**src/rtl/fb_pkg.sv**
```systemverilog
// -----------------------------------------------------------------------------
// fb_pkg
// Shared frame-buffer definitions for the line rasterizer and the buffer copy
// logic: screen resolution, write-address width, the palette-width helper and
// the rasterizer state encoding.
// No ports (package).
// -----------------------------------------------------------------------------
package fb_pkg;

    localparam int X_RES  = 320;
    localparam int Y_RES  = 240;
    localparam int ADDR_W = $clog2(X_RES * Y_RES);

    // Rasterizer state encoding
    localparam logic [1:0] S_IDLE   = 2'd0;
    localparam logic [1:0] S_SETUP  = 2'd1;
    localparam logic [1:0] S_DRAW   = 2'd2;
    localparam logic [1:0] S_FINISH = 2'd3;

    // Palette id width: one spare bit above the minimum index width
    function automatic int color_w(input int number_colors);
        return $clog2(number_colors) + 1;
    endfunction

endpackage

```
**src/rtl/line_rasterizer_if.sv**
```systemverilog
// -----------------------------------------------------------------------------
// line_rasterizer_if
// Request / back-buffer write bundle of the line rasterizer.
//   start, x0, y0, x1, y1, color : draw request (requester -> rasterizer)
//   stall                        : back-buffer write port busy
//   busy, done                   : rasterizer status
//   waddr, din, we               : back-buffer write port
// master = requester side, slave = rasterizer side.
// -----------------------------------------------------------------------------
interface line_rasterizer_if #(
    parameter int COLOR_W = 5,
    parameter int ADDR_W  = fb_pkg::ADDR_W
);
    logic               start;
    logic [8:0]         x0;
    logic [8:0]         x1;
    logic [7:0]         y0;
    logic [7:0]         y1;
    logic [COLOR_W-1:0] color;
    logic               stall;
    logic               busy;
    logic               done;
    logic [ADDR_W-1:0]  waddr;
    logic [COLOR_W-1:0] din;
    logic               we;

    modport master (
        output start, x0, x1, y0, y1, color, stall,
        input  busy, done, waddr, din, we
    );

    modport slave (
        input  start, x0, x1, y0, y1, color, stall,
        output busy, done, waddr, din, we
    );
endinterface

```
**src/rtl/fb_addr.sv**
```systemverilog
// -----------------------------------------------------------------------------
// fb_addr
// Column-major frame-buffer address: addr = y + 240*x, built as
// (x<<8) - (x<<4) + y so no multiplier is needed. Shared with the
// front-buffer copy logic, so the 240-row layout is fixed here.
//   x    in  9      column
//   y    in  8      row
//   addr out AW     linear address
// -----------------------------------------------------------------------------
module fb_addr
    import fb_pkg::*;
#(
    parameter int AW = ADDR_W
) (
    input  logic [8:0]    x,
    input  logic [7:0]    y,
    output logic [AW-1:0] addr
);

    logic [17:0] x_ext_s;
    logic [17:0] sum_s;

    // 240*x + y via shift-and-subtract; 18 bits covers the largest 9-bit column
    always_comb begin
        x_ext_s = {9'd0, x};
        sum_s   = (x_ext_s << 4'd8) - (x_ext_s << 4'd4) + {10'd0, y};
        addr    = sum_s[AW-1:0];
    end

endmodule

```
**src/rtl/line_rasterizer.sv**
```systemverilog
// -----------------------------------------------------------------------------
// line_rasterizer
// Draws one Bresenham line (all octants) into the back buffer, one pixel per
// cycle, honouring a write-port stall and clipping pixels outside the screen.
//   clk   in   1        single clock, rising edge
//   reset in   1        synchronous active-high reset
//   bus   slave         request, status and back-buffer write port
//                       (start, x0..y1, color, stall / busy, done, waddr, din, we)
// Timeline: start sampled in IDLE (cycle 0), SETUP in cycle 1, pixels from
// cycle 2, done pulses the cycle after the last pixel.
// -----------------------------------------------------------------------------
module line_rasterizer #(
    parameter int NUMBER_COLORS = 9,
    parameter int X_RES         = 320,
    parameter int Y_RES         = 240
) (
    input logic              clk,
    input logic              reset,
    line_rasterizer_if.slave bus
);
    import fb_pkg::*;

    localparam int COLOR_W = color_w(NUMBER_COLORS);
    localparam int AW      = $clog2(X_RES * Y_RES);
    localparam logic [9:0] X_LIM = 10'(X_RES);
    localparam logic [8:0] Y_LIM = 9'(Y_RES);

    logic [1:0]          state_r;
    logic [8:0]          x_r;
    logic [8:0]          x1_r;
    logic [7:0]          y_r;
    logic [7:0]          y1_r;
    logic [COLOR_W-1:0]  color_r;
    logic signed [11:0]  dx_r;
    logic signed [11:0]  dy_r;
    logic signed [11:0]  err_r;
    logic                sx_neg_r;
    logic                sy_neg_r;

    logic signed [11:0]  dx_abs_s;
    logic signed [11:0]  dy_abs_s;
    logic signed [11:0]  e2_s;
    logic signed [11:0]  err_step_s;
    logic                step_x_s;
    logic                step_y_s;
    logic [8:0]          x_step_s;
    logic [7:0]          y_step_s;
    logic                last_s;
    logic                emit_s;
    logic                on_screen_s;
    logic [AW-1:0]       addr_s;

    fb_addr #(.AW(AW)) u_fb_addr (
        .x    (x_r),
        .y    (y_r),
        .addr (addr_s)
    );

    // Endpoint distances for SETUP (magnitudes, zero-extended into the error width)
    always_comb begin
        if (x1_r >= x_r) begin
            dx_abs_s = {3'd0, x1_r - x_r};
        end else begin
            dx_abs_s = {3'd0, x_r - x1_r};
        end
        if (y1_r >= y_r) begin
            dy_abs_s = {4'd0, y1_r - y_r};
        end else begin
            dy_abs_s = {4'd0, y_r - y1_r};
        end
    end

    // Bresenham step: both axis decisions use the same e2, so a diagonal move
    // updates x, y and err together
    always_comb begin
        e2_s       = err_r <<< 4'd1;
        step_x_s   = (e2_s >= dy_r);
        step_y_s   = (e2_s <= dx_r);
        err_step_s = err_r + (step_x_s ? dy_r : 12'sd0) + (step_y_s ? dx_r : 12'sd0);
        if (step_x_s) begin
            x_step_s = sx_neg_r ? (x_r - 9'd1) : (x_r + 9'd1);
        end else begin
            x_step_s = x_r;
        end
        if (step_y_s) begin
            y_step_s = sy_neg_r ? (y_r - 8'd1) : (y_r + 8'd1);
        end else begin
            y_step_s = y_r;
        end
        last_s      = (x_r == x1_r) && (y_r == y1_r);
        emit_s      = (state_r == S_DRAW) && !bus.stall;
        on_screen_s = ({1'b0, x_r} < X_LIM) && ({1'b0, y_r} < Y_LIM);
    end

    // Write-port and status decode; reset silences everything in the same cycle
    always_comb begin
        bus.we    = 1'b0;
        bus.waddr = '0;
        bus.din   = '0;
        bus.busy  = 1'b0;
        bus.done  = 1'b0;
        if (!reset) begin
            bus.we   = emit_s && on_screen_s;
            bus.busy = (state_r == S_SETUP) || (state_r == S_DRAW);
            bus.done = (state_r == S_FINISH);
            if (bus.we) begin
                bus.waddr = addr_s;
                bus.din   = color_r;
            end else begin
                bus.waddr = '0;
                bus.din   = '0;
            end
        end else begin
            bus.we   = 1'b0;
            bus.busy = 1'b0;
            bus.done = 1'b0;
        end
    end

    // Control FSM and stepping datapath; stall freezes x, y and err in DRAW
    always_ff @(posedge clk) begin
        if (reset) begin
            state_r  <= S_IDLE;
            x_r      <= 9'd0;
            x1_r     <= 9'd0;
            y_r      <= 8'd0;
            y1_r     <= 8'd0;
            color_r  <= '0;
            dx_r     <= 12'sd0;
            dy_r     <= 12'sd0;
            err_r    <= 12'sd0;
            sx_neg_r <= 1'b0;
            sy_neg_r <= 1'b0;
        end else begin
            case (state_r)
                S_IDLE: begin
                    if (bus.start) begin
                        x_r     <= bus.x0;
                        y_r     <= bus.y0;
                        x1_r    <= bus.x1;
                        y1_r    <= bus.y1;
                        color_r <= bus.color;
                        state_r <= S_SETUP;
                    end else begin
                        state_r <= S_IDLE;
                    end
                end
                S_SETUP: begin
                    dx_r     <= dx_abs_s;
                    dy_r     <= -dy_abs_s;
                    err_r    <= dx_abs_s - dy_abs_s;
                    sx_neg_r <= (x1_r < x_r);
                    sy_neg_r <= (y1_r < y_r);
                    state_r  <= S_DRAW;
                end
                S_DRAW: begin
                    if (emit_s) begin
                        if (last_s) begin
                            state_r <= S_FINISH;
                        end else begin
                            x_r   <= x_step_s;
                            y_r   <= y_step_s;
                            err_r <= err_step_s;
                        end
                    end else begin
                        state_r <= S_DRAW;
                    end
                end
                S_FINISH: begin
                    state_r <= S_IDLE;
                end
                default: begin
                    state_r <= S_IDLE;
                end
            endcase
        end
    end

endmodule

```
**src/flat_wrapper.sv**
```systemverilog
// flat-port wrapper written by rule: the top's interface ports become plain ports
module line_rasterizer_flat import fb_pkg::*;
#(
    parameter int NUMBER_COLORS = 9,
    parameter int X_RES         = 320,
    parameter int Y_RES         = 240
)
  (clk, reset, bus_start, bus_x0, bus_x1, bus_y0, bus_y1, bus_color, bus_stall, bus_busy, bus_done, bus_waddr, bus_din, bus_we);
  line_rasterizer_if #(.COLOR_W(5), .ADDR_W(17)) bus_i ();
  input logic clk;
  input logic reset;
  input wire logic [$bits(bus_i.start)-1:0] bus_start;
  input wire logic [$bits(bus_i.x0)-1:0] bus_x0;
  input wire logic [$bits(bus_i.x1)-1:0] bus_x1;
  input wire logic [$bits(bus_i.y0)-1:0] bus_y0;
  input wire logic [$bits(bus_i.y1)-1:0] bus_y1;
  input wire logic [$bits(bus_i.color)-1:0] bus_color;
  input wire logic [$bits(bus_i.stall)-1:0] bus_stall;
  output wire logic [$bits(bus_i.busy)-1:0] bus_busy;
  output wire logic [$bits(bus_i.done)-1:0] bus_done;
  output wire logic [$bits(bus_i.waddr)-1:0] bus_waddr;
  output wire logic [$bits(bus_i.din)-1:0] bus_din;
  output wire logic [$bits(bus_i.we)-1:0] bus_we;
  assign bus_i.start = bus_start;
  assign bus_i.x0 = bus_x0;
  assign bus_i.x1 = bus_x1;
  assign bus_i.y0 = bus_y0;
  assign bus_i.y1 = bus_y1;
  assign bus_i.color = bus_color;
  assign bus_i.stall = bus_stall;
  assign bus_busy = bus_i.busy;
  assign bus_done = bus_i.done;
  assign bus_waddr = bus_i.waddr;
  assign bus_din = bus_i.din;
  assign bus_we = bus_i.we;
  line_rasterizer #(.NUMBER_COLORS(NUMBER_COLORS), .X_RES(X_RES), .Y_RES(Y_RES)) u_core (.clk(clk), .reset(reset), .bus(bus_i));
endmodule
```
**config.mk**
```make
export PLATFORM = sky130hd
export DESIGN_NAME = line_rasterizer_flat
export DESIGN_NICKNAME = d
export VERILOG_FILES = /design/src/rtl/fb_pkg.sv /design/src/rtl/line_rasterizer_if.sv /design/src/rtl/fb_addr.sv /design/src/rtl/line_rasterizer.sv /design/src/flat_wrapper.sv
export SDC_FILE = /design/constraint.sdc
export NUM_CORES = 1
export LEC_CHECK = 0
export CELL_PAD_IN_SITES_DETAIL_PLACEMENT = 1
export CELL_PAD_IN_SITES_GLOBAL_PLACEMENT = 2
export CORE_MARGIN = 5
export CORE_UTILIZATION = 32
export DETAILED_ROUTE_END_ITERATION = 12
export GPL_TIMING_DRIVEN = 0
export PLACE_DENSITY_LB_ADDON = 0.1
export SYNTH_ARGS = -nofsm -noshare
export SYNTH_HDL_FRONTEND = slang
export SYNTH_HIERARCHICAL = 1
export SYNTH_SLANG_ARGS = --single-unit
```
**constraint.sdc**
```tcl
create_clock -name clk -period 4.65 [get_ports clk]
set_clock_uncertainty 0.1 [all_clocks]
set_input_delay 0.6975 -clock clk [delete_from_list [all_inputs] [get_ports clk]]
set_output_delay 0.6975 -clock clk [all_outputs]
set_load 0.005 [all_outputs]
```
==> results.py, run 1 <==
metrics = {
    "run_status": {
        "status": "finished clean",
    },
    "setup_path": {
        "crit_type": "flip-flop to flip-flop",
        "cp-start-kind": "flip-flop",
        "reg2reg_slack_ns": 0.18,
        "r2r-end": "u_core/err_r[9]",
        "cp.required_ns": 4.80,
        "crit-reg2reg-launch": "u_core/x_r[2]",
        "rr_worst_depth": 18,
        "endpoint": "u_core/err_r[9]",
        "endpoint_kind": "flip-flop",
        "crit_path_start": "u_core/x_r[2]",
        "crit_fanout": 7,
        "arrival_ns": 4.62,
    },
    "routing": {
        "via_per_inst": 5.17,
        "dr.pass1.iters": 4,
        "wire_per_inst_microns": 18.8,
        "drc": 0,
        "drt.antenna.violating_nets": 0,
        "vias": 6847,
        "drt_iter0_drc": 266,
        "drt_wl_total_microns": 24900,
    },
    "synth": {
        "ys_seq_area_share_pct": 20.6,
        "syn-num-nets": 1097,
        "synth_area_sq_um": 7310,
        "synth_top_area_cell": "dfxtp_1",
        "async_flop_share_pct": 0,
        "synthCells": 941,
        "synth_cell_types": 68,
        "avgSynthCellArea_sq_um": 7.76,
        "synth-seq-cells": 75,
        "synthFlopType": "dfxtp_1",
        "ys_top_cells_by_area": "dfxtp_1, ha_1, a21oi_1",
        "synth_warnings": 6,
        "synth_edf_count": 0,
        "synth_top_area_share_pct": 20.6,
    },
    "power": {
        "power.leakage_nw": 3.75,
        "p_per_area_nw_per_um2": 746,
        "ir_drop_mv": 0.221,
    },
    "clock_network": {
        "cts_buffers": 9,
        "cts_tree": "built",
        "cts.sinks": 75,
        "clock_latency_ns": 0.35,
        "clockBufferDepth": 2,
        "clk_pin_slew_ns": 0.06,
        "ctsHoldBuffers": 0,
        "cts-root-buf": "clkbuf_16",
        "cts_max_level": 3,
    },
    "job": {
        "max-cap-violations": 0,
    },
    "layout": {
        "area_delta_synth_final_pct": 23.1,
        "nNetsFinal": 1191,
        "final_cells": 1324,
        "diodes": 0,
        "drive_above_1_share_pct": 9.91,
    },
    "die": {
        "die_w_microns": 161,
        "start_util_pct": 32.4,
        "core_sq_um": 22600,
        "die_area_sq_um": 26000,
        "top_level_ports": 68,
        "rows": 55,
        "die_y_microns": 161,
    },
    "placement": {
        "dp_hpwl_microns": 20000,
        "io_buffers": 66,
        "gp_congestion": 0.796,
        "dp_slack_ns": -1.19,
        "dp_cells": 1292,
    },
    "grt": {
        "grt_pass1_vias": 7143,
        "grt_pass1_wl_microns": 39500,
        "antenna_found_initial": 0,
        "gr-total-overflow": 0,
        "grt_max_degree": 12,
        "groute.usage.overall_pct": 19.2,
    },
    "sta": {
        "timing_hold_violations_final": 0,
        "final.period_utilization_pct": 96.1,
        "fmax_mhz": 224,
        "setup_tns_ns": 0,
        "worst_slew_margin_rel_pct": 46.0,
        "worstMarginPinSlew_ns": 0.810,
        "rsz0062_at_grt": "true",
        "slew_viol_final": 0,
        "final.setup.worst_slack_ns": 0.180,
        "setup_viol": 0,
        "period_needed_ns": 4.47,
    },
    "min_path": {
        "hold_depth": 2,
        "hold_class": "flip-flop to flip-flop",
    },
}
power breakdown:
part / internal (mW) / switching, mW
logic: 2.17 / 2.81
registers: 0.810 / 0.223
clock network: 0.401 / 0.294
total: 3.39 / 3.33
per-layer routing:
metal / wire length, microns / vias up / GRT usage (%) / share of wire [%]
met1: 12000 / 3277 / 25.9 / 48
met3: 835 / 19 / 3.01 / 3.4
met4: 318 / 0 / 4.46 / 1.3
met5: 0 / - / 0 / 0
met2: 11800 / 83 / 32.4 / 47
li1: - / 3468 / - / -
synth_stat cells, types with 3 or more instances:
cell type  instances
a211oi_1          37
nand3b_1           5
nor4_1             3
ha_1              96
nor3_1            19
o31a_1             3
buf_4              3
o21ai_1            3
a31oi_1            6
a311oi_1           6
nand2_1           86
a21boi_0           5
buf_1              3
inv_1            103
nand3_1           18
xor2_1            12
or3_1              3
mux2i_1           20
nor2_1            71
and3_1            10
fa_1              17
nor2b_1           22
o22ai_1            3
and2_1            36
nand2b_1           7
o31ai_1            4
a21oi_1           80
dfxtp_1           75
and4_1             4
o21a_1            13
nand4_1            5
o21ai_0           38
a2111o_1           3
buf_2              4
a221oi_1           3
a21o_1            16
clkbuf_1          28
o211ai_1           5
xnor2_1           30
worst min-delay path by stage:
stage	start	to
2_1_floorplan	u_core/color_r[0]	u_core/color_r[0]
3_3_place_gp	u_core/color_r[2]	u_core/color_r[2]
3_5_place_dp	u_core/color_r[4]	u_core/color_r[4]
4_1_cts	u_core/color_r[4]	u_core/color_r[4]
5_1_grt	u_core/color_r[4]	u_core/color_r[4]
6_report	u_core/color_r[4]	u_core/color_r[4]
through the flow:
step | hold WS, ns | total power [mW] | util, % | area (sq um)
final | 0.350 | 6.71 | 39.8 | 8990
after global placement | 0.340 | 5.43 | 36.9 | 8330
after floorplan | 0.332 | 4.24 | - | 7310
after detailed placement | 0.346 | 5.46 | 36.9 | 8330
after global routing | 0.380 | 7.37 | 39.8 | 8990
after CTS | 0.352 | 6.50 | 38.9 | 8770
cell families after synthesis:
| logic type | share of synthesized area, % |
|---|---|
| xor gates and xnor gates | 5.04 |
| muxes | 3.05 |
| DFF | 20.6 |
| buffers and inverters | 7.67 |
| adders and majority gates | 21.1 |
| AOI/OAI and AO/OA | 22.7 |
| and+or+nand+nor | 19.8 |
critical path, stage by stage (launching register included):
cell,delay [ns]
dfxtp_4,0.37
inv_1,0.04
ha_1,0.30
buf_6,0.14
o21a_1,0.18
o31a_1,0.13
o21a_4,0.23
o41ai_4,0.35
buf_4,0.22
mux2i_1,0.09
a221oi_2,0.23
buf_4,0.18
o221ai_2,0.13
xnor2_1,0.31
ha_1,0.33
o21a_1,0.19
o31a_1,0.12
a2111o_1,0.47
a311oi_1,0.27
cell type report:
cell class	count	area, sq um
plain buffers	38	173
clock buffers	13	270
clock inverters	2	10.0
fillers	2761	13600
inverters	104	390
multi-input cells	723	5470
flip-flops and latches	75	1530
well taps	285	357
repair buffers	84	796
state kept, by name, summed over array words and instances, names as in the netlist:
register / count
u_core/color_r: 5
u_core/dx_r: 9
u_core/dy_r: 12
u_core/err_r: 11
u_core/state_r: 2
u_core/sx_neg_r: 1
u_core/sy_neg_r: 1
u_core/x1_r: 9
u_core/x_r: 9
u_core/y1_r: 8
u_core/y_r: 8
placed cells by master, fill, tap and decap left out, types with 4 or more instances in the layout:
master / instances
inv_1: 101
ha_1: 90
nand2_1: 86
a21oi_1: 76
nor2_1: 69
clkdlybuf4s50_1: 66
dfxtp_1: 62
a211oi_1: 36
and2_1: 35
o21ai_0: 31
clkbuf_1: 28
xnor2_1: 25
nor2b_1: 22
buf_4: 21
nor3_1: 19
mux2i_1: 18
nand3_1: 17
fa_1: 17
a21o_1: 16
o21a_1: 12
xor2_1: 12
dfxtp_2: 10
clkbuf_16: 9
and3_1: 9
o21ai_1: 7
nand2b_1: 7
a311oi_1: 6
a31oi_1: 5
o211ai_1: 5
nand4_1: 5
nand3b_1: 5
and4_1: 4
xnor2_2: 4
a21oi_2: 4
ha_2: 4
timing repair:
action / CTS / global route
pin swaps: 8 / 16
endpoints found under the setup margin: 8 / 5
gates resized for setup: 36 / 36
setup buffers: 7 / 11
(Power assumes the default switching activity.)
==> inputs of run 2 (changes only) <==
SETUP_SLACK_MARGIN = 0.5   (was not set)
==> run 2 against run 1 <==
Wire length rose by 4.0%. Critical path depth rose by 4. Final area up 6.5%. First-iteration DRC count is 12% higher. Worst hold slack better by 0.00069 ns. Critical endpoint unchanged. Highest routed layer unchanged.
==> results.py, run 2 (synthesis gave the netlist of run 1 again) <==
metrics = {
    "min_path": {
        "min_from": "u_core/color_r[4]",
        "hold_depth": 2,
        "hold_class": "flip-flop to flip-flop",
    },
    "setup_path": {
        "crit_cells": 22,
        "crit_path_start": "u_core/dx_r[1]",
        "endpoint_kind": "flip-flop",
        "crit_type": "flip-flop to flip-flop",
        "worstPathBufferInverterCount": 2,
        "cp_top_family": "compound AO/OA/AOI/OAI gates",
        "crit_fanout": 5,
        "cp_slowest_cell": "fa_1",
        "cp-start-kind": "flip-flop",
        "arrival_ns": 4.44,
        "rr_worst_depth": 22,
        "crit_chain": "inv_2 > ha_4 > nor2b_4 > o21a_1 > o21ai_2 > a211oi_2 > o311a_1 > o21ai_4 > and2_4 > fa_1 > ha_2 > inv_2 > fa_2 > nor2b_2 > o21ai_1 > nand2b_1 > a21o_1 > a21oi_2 > o21ai_1 > xor2_1 > nand2_1 > a311oi_1",
        "crit-reg2reg-launch": "u_core/dx_r[1]",
        "cp.required_ns": 4.80,
        "max_stage_delay_ns": 0.43,
    },
    "sta": {
        "slew_viol_final": 0,
        "rsz0062_at_grt": "true",
        "period_needed_ns": 4.29,
        "worst_slew_margin_rel_pct": 47.3,
        "timing_hold_violations_final": 0,
        "final.period_utilization_pct": 92.3,
        "fmax_mhz": 233,
        "setup_viol": 0,
        "worstMarginPinSlew_ns": 0.790,
        "setup_tns_ns": 0,
    },
    "placement": {
        "dp_hpwl_microns": 19900,
        "io_buffers": 66,
        "gp_congestion": 0.817,
        "dp_cells": 1292,
    },
    "die": {
        "top_level_ports": 68,
        "die_y_microns": 161,
        "rows": 55,
        "start_util_pct": 32.4,
        "die_w_microns": 161,
        "core_sq_um": 22600,
        "die_area_sq_um": 26000,
    },
    "grt": {
        "grtUsageMet2_pct": 32.8,
        "grt_pass1_wl_microns": 40500,
        "grt.busiest_layer": "met2",
        "gr-usage-met3_pct": 2.78,
        "gr-total-overflow": 0,
        "grt_pass1_vias": 7295,
        "grt_max_degree": 12,
        "groute.usage.overall_pct": 19.7,
        "use_met1_pct": 26.9,
        "antenna_found_initial": 0,
    },
    "layout": {
        "top_register": "u_core/dy_r",
        "final_cell_mix": "inv_1, nand2_1, ha_1, a21oi_1, nor2_1",
        "nNetsFinal": 1221,
        "final_cells": 1355,
        "diodes": 0,
        "area_delta_synth_final_pct": 31.1,
        "largest_reg_flops": 12,
        "reg.largest.list": "u_core/dy_r (12), u_core/err_r (11)",
        "nFillCells": 2736,
        "mostFrequentLayoutCell": "inv_1",
        "drive_above_1_share_pct": 17.5,
    },
    "job": {
        "max-cap-violations": 0,
    },
    "power": {
        "netSwitchingFraction_pct": 47.8,
        "p_per_area_nw_per_um2": 787,
        "combPwrFrac_pct": 76.6,
        "power.leakage_nw": 3.95,
        "totalPowerFinal_mw": 7.54,
        "p_int_mw": 3.93,
        "switchingPower_mw": 3.61,
        "p_seq_share_pct": 13.7,
        "p_clk_share_pct": 9.7,
        "ir_drop_mv": 0.279,
    },
    "routing": {
        "via_per_inst": 5.21,
        "drt_iter0_drc": 297,
        "drt_wl_total_microns": 25900,
        "wire_per_inst_microns": 19.1,
        "drc": 0,
        "dr.pass1.iters": 4,
        "vias": 7062,
        "drt.antenna.violating_nets": 0,
    },
    "run_status": {
        "status": "finished clean",
    },
    "clock_network": {
        "clock_latency_ns": 0.35,
        "clockBufferDepth": 2,
        "cts_max_level": 3,
        "cts-root-buf": "clkbuf_16",
        "cts_buffers": 9,
        "clk_pin_slew_ns": 0.06,
        "cts.sinks": 75,
        "cts_tree": "built",
        "ctsHoldBuffers": 0,
    },
}
==> run 2: changes by cell type in the layout (fill, tap and decap cells not counted), moves of 6 or more <==
cell / previous run / this run
dfxtp_4: 3 / 9
dfxtp_1: 62 / 52
o21ai_0: 31 / 25
ha_4: 2 / 12
ha_1: 90 / 78
buf_4: 21 / 49
==> run 2: power by group through the flow <==
stage          Sequential [mW]  Clock, mW  Combinational (mW)
3_5_place_dp              1.05          0                4.47
2_1_floorplan            0.945          0                3.35
4_1_cts                   1.03      0.757                5.11
5_1_grt                   1.07      0.776                6.35
6_report                  1.04      0.733                5.77
3_3_place_gp              1.05          0                4.45
==> run 2: path summary, 6_finish.rpt <==
path                                           to  slack (ns)
worst max-delay path              u_core/err_r[9]        0.36
worst min-delay path            u_core/color_r[4]        0.35
worst max register to register    u_core/err_r[9]        0.36
worst min register to register  u_core/color_r[4]        0.35
==> run 2: what timing repair did <==
action | 4_1_cts | 5_1_grt
endpoints found under the setup margin | 9 | 10
gates resized for setup | 60 | 89
pin swaps | 22 | 55
setup buffers | 30 | 17
==> run 2: per-stage QoR <==
step,hold WS (ns),utilization (%),area (sq um),setup WS [ns]
after floorplan,0.332,-,7330,0.506
after global placement,0.339,37.0,8350,-0.416
after detailed placement,0.347,37.0,8350,-0.469
after CTS,0.354,40.4,9110,0.216
after global routing,0.377,42.4,9580,0.148
final,0.351,42.4,9580,0.356
==> run 2: worst reg2reg max path: cells and delay by family, from the launching register on <==
family	cells	cell delay, ns
compound gates	10	1.91
xor+xnor	1	0.15
fa+ha+maj	4	1.04
buf+inv	2	0.11
flops	1	0.35
simple gates	5	0.52
==> run 2: routing by layer <==
layer,part of all wire [%],vias up
li1,-,3531
met1,48,3412
met2,47,92
met3,3.3,27
met4,1.6,0
met5,0,-
==> run 2: area by class of cell <==
| type | instances | area [sq um] | share of cell area [%] |
|---|---|---|---|
| Timing Repair Buffer | 113 | 1020 | 10.7 |
| Clock inverter | 2 | 35.0 | 0.366 |
| Clock buffer | 14 | 254 | 2.65 |
| Sequential cell | 75 | 1550 | 16.2 |
| Inverter | 104 | 395 | 4.13 |
| Multi-Input combinational cell | 723 | 5770 | 60.3 |
| Buffer | 39 | 193 | 2.01 |
| Tap cell | 285 | 357 | 3.72 |
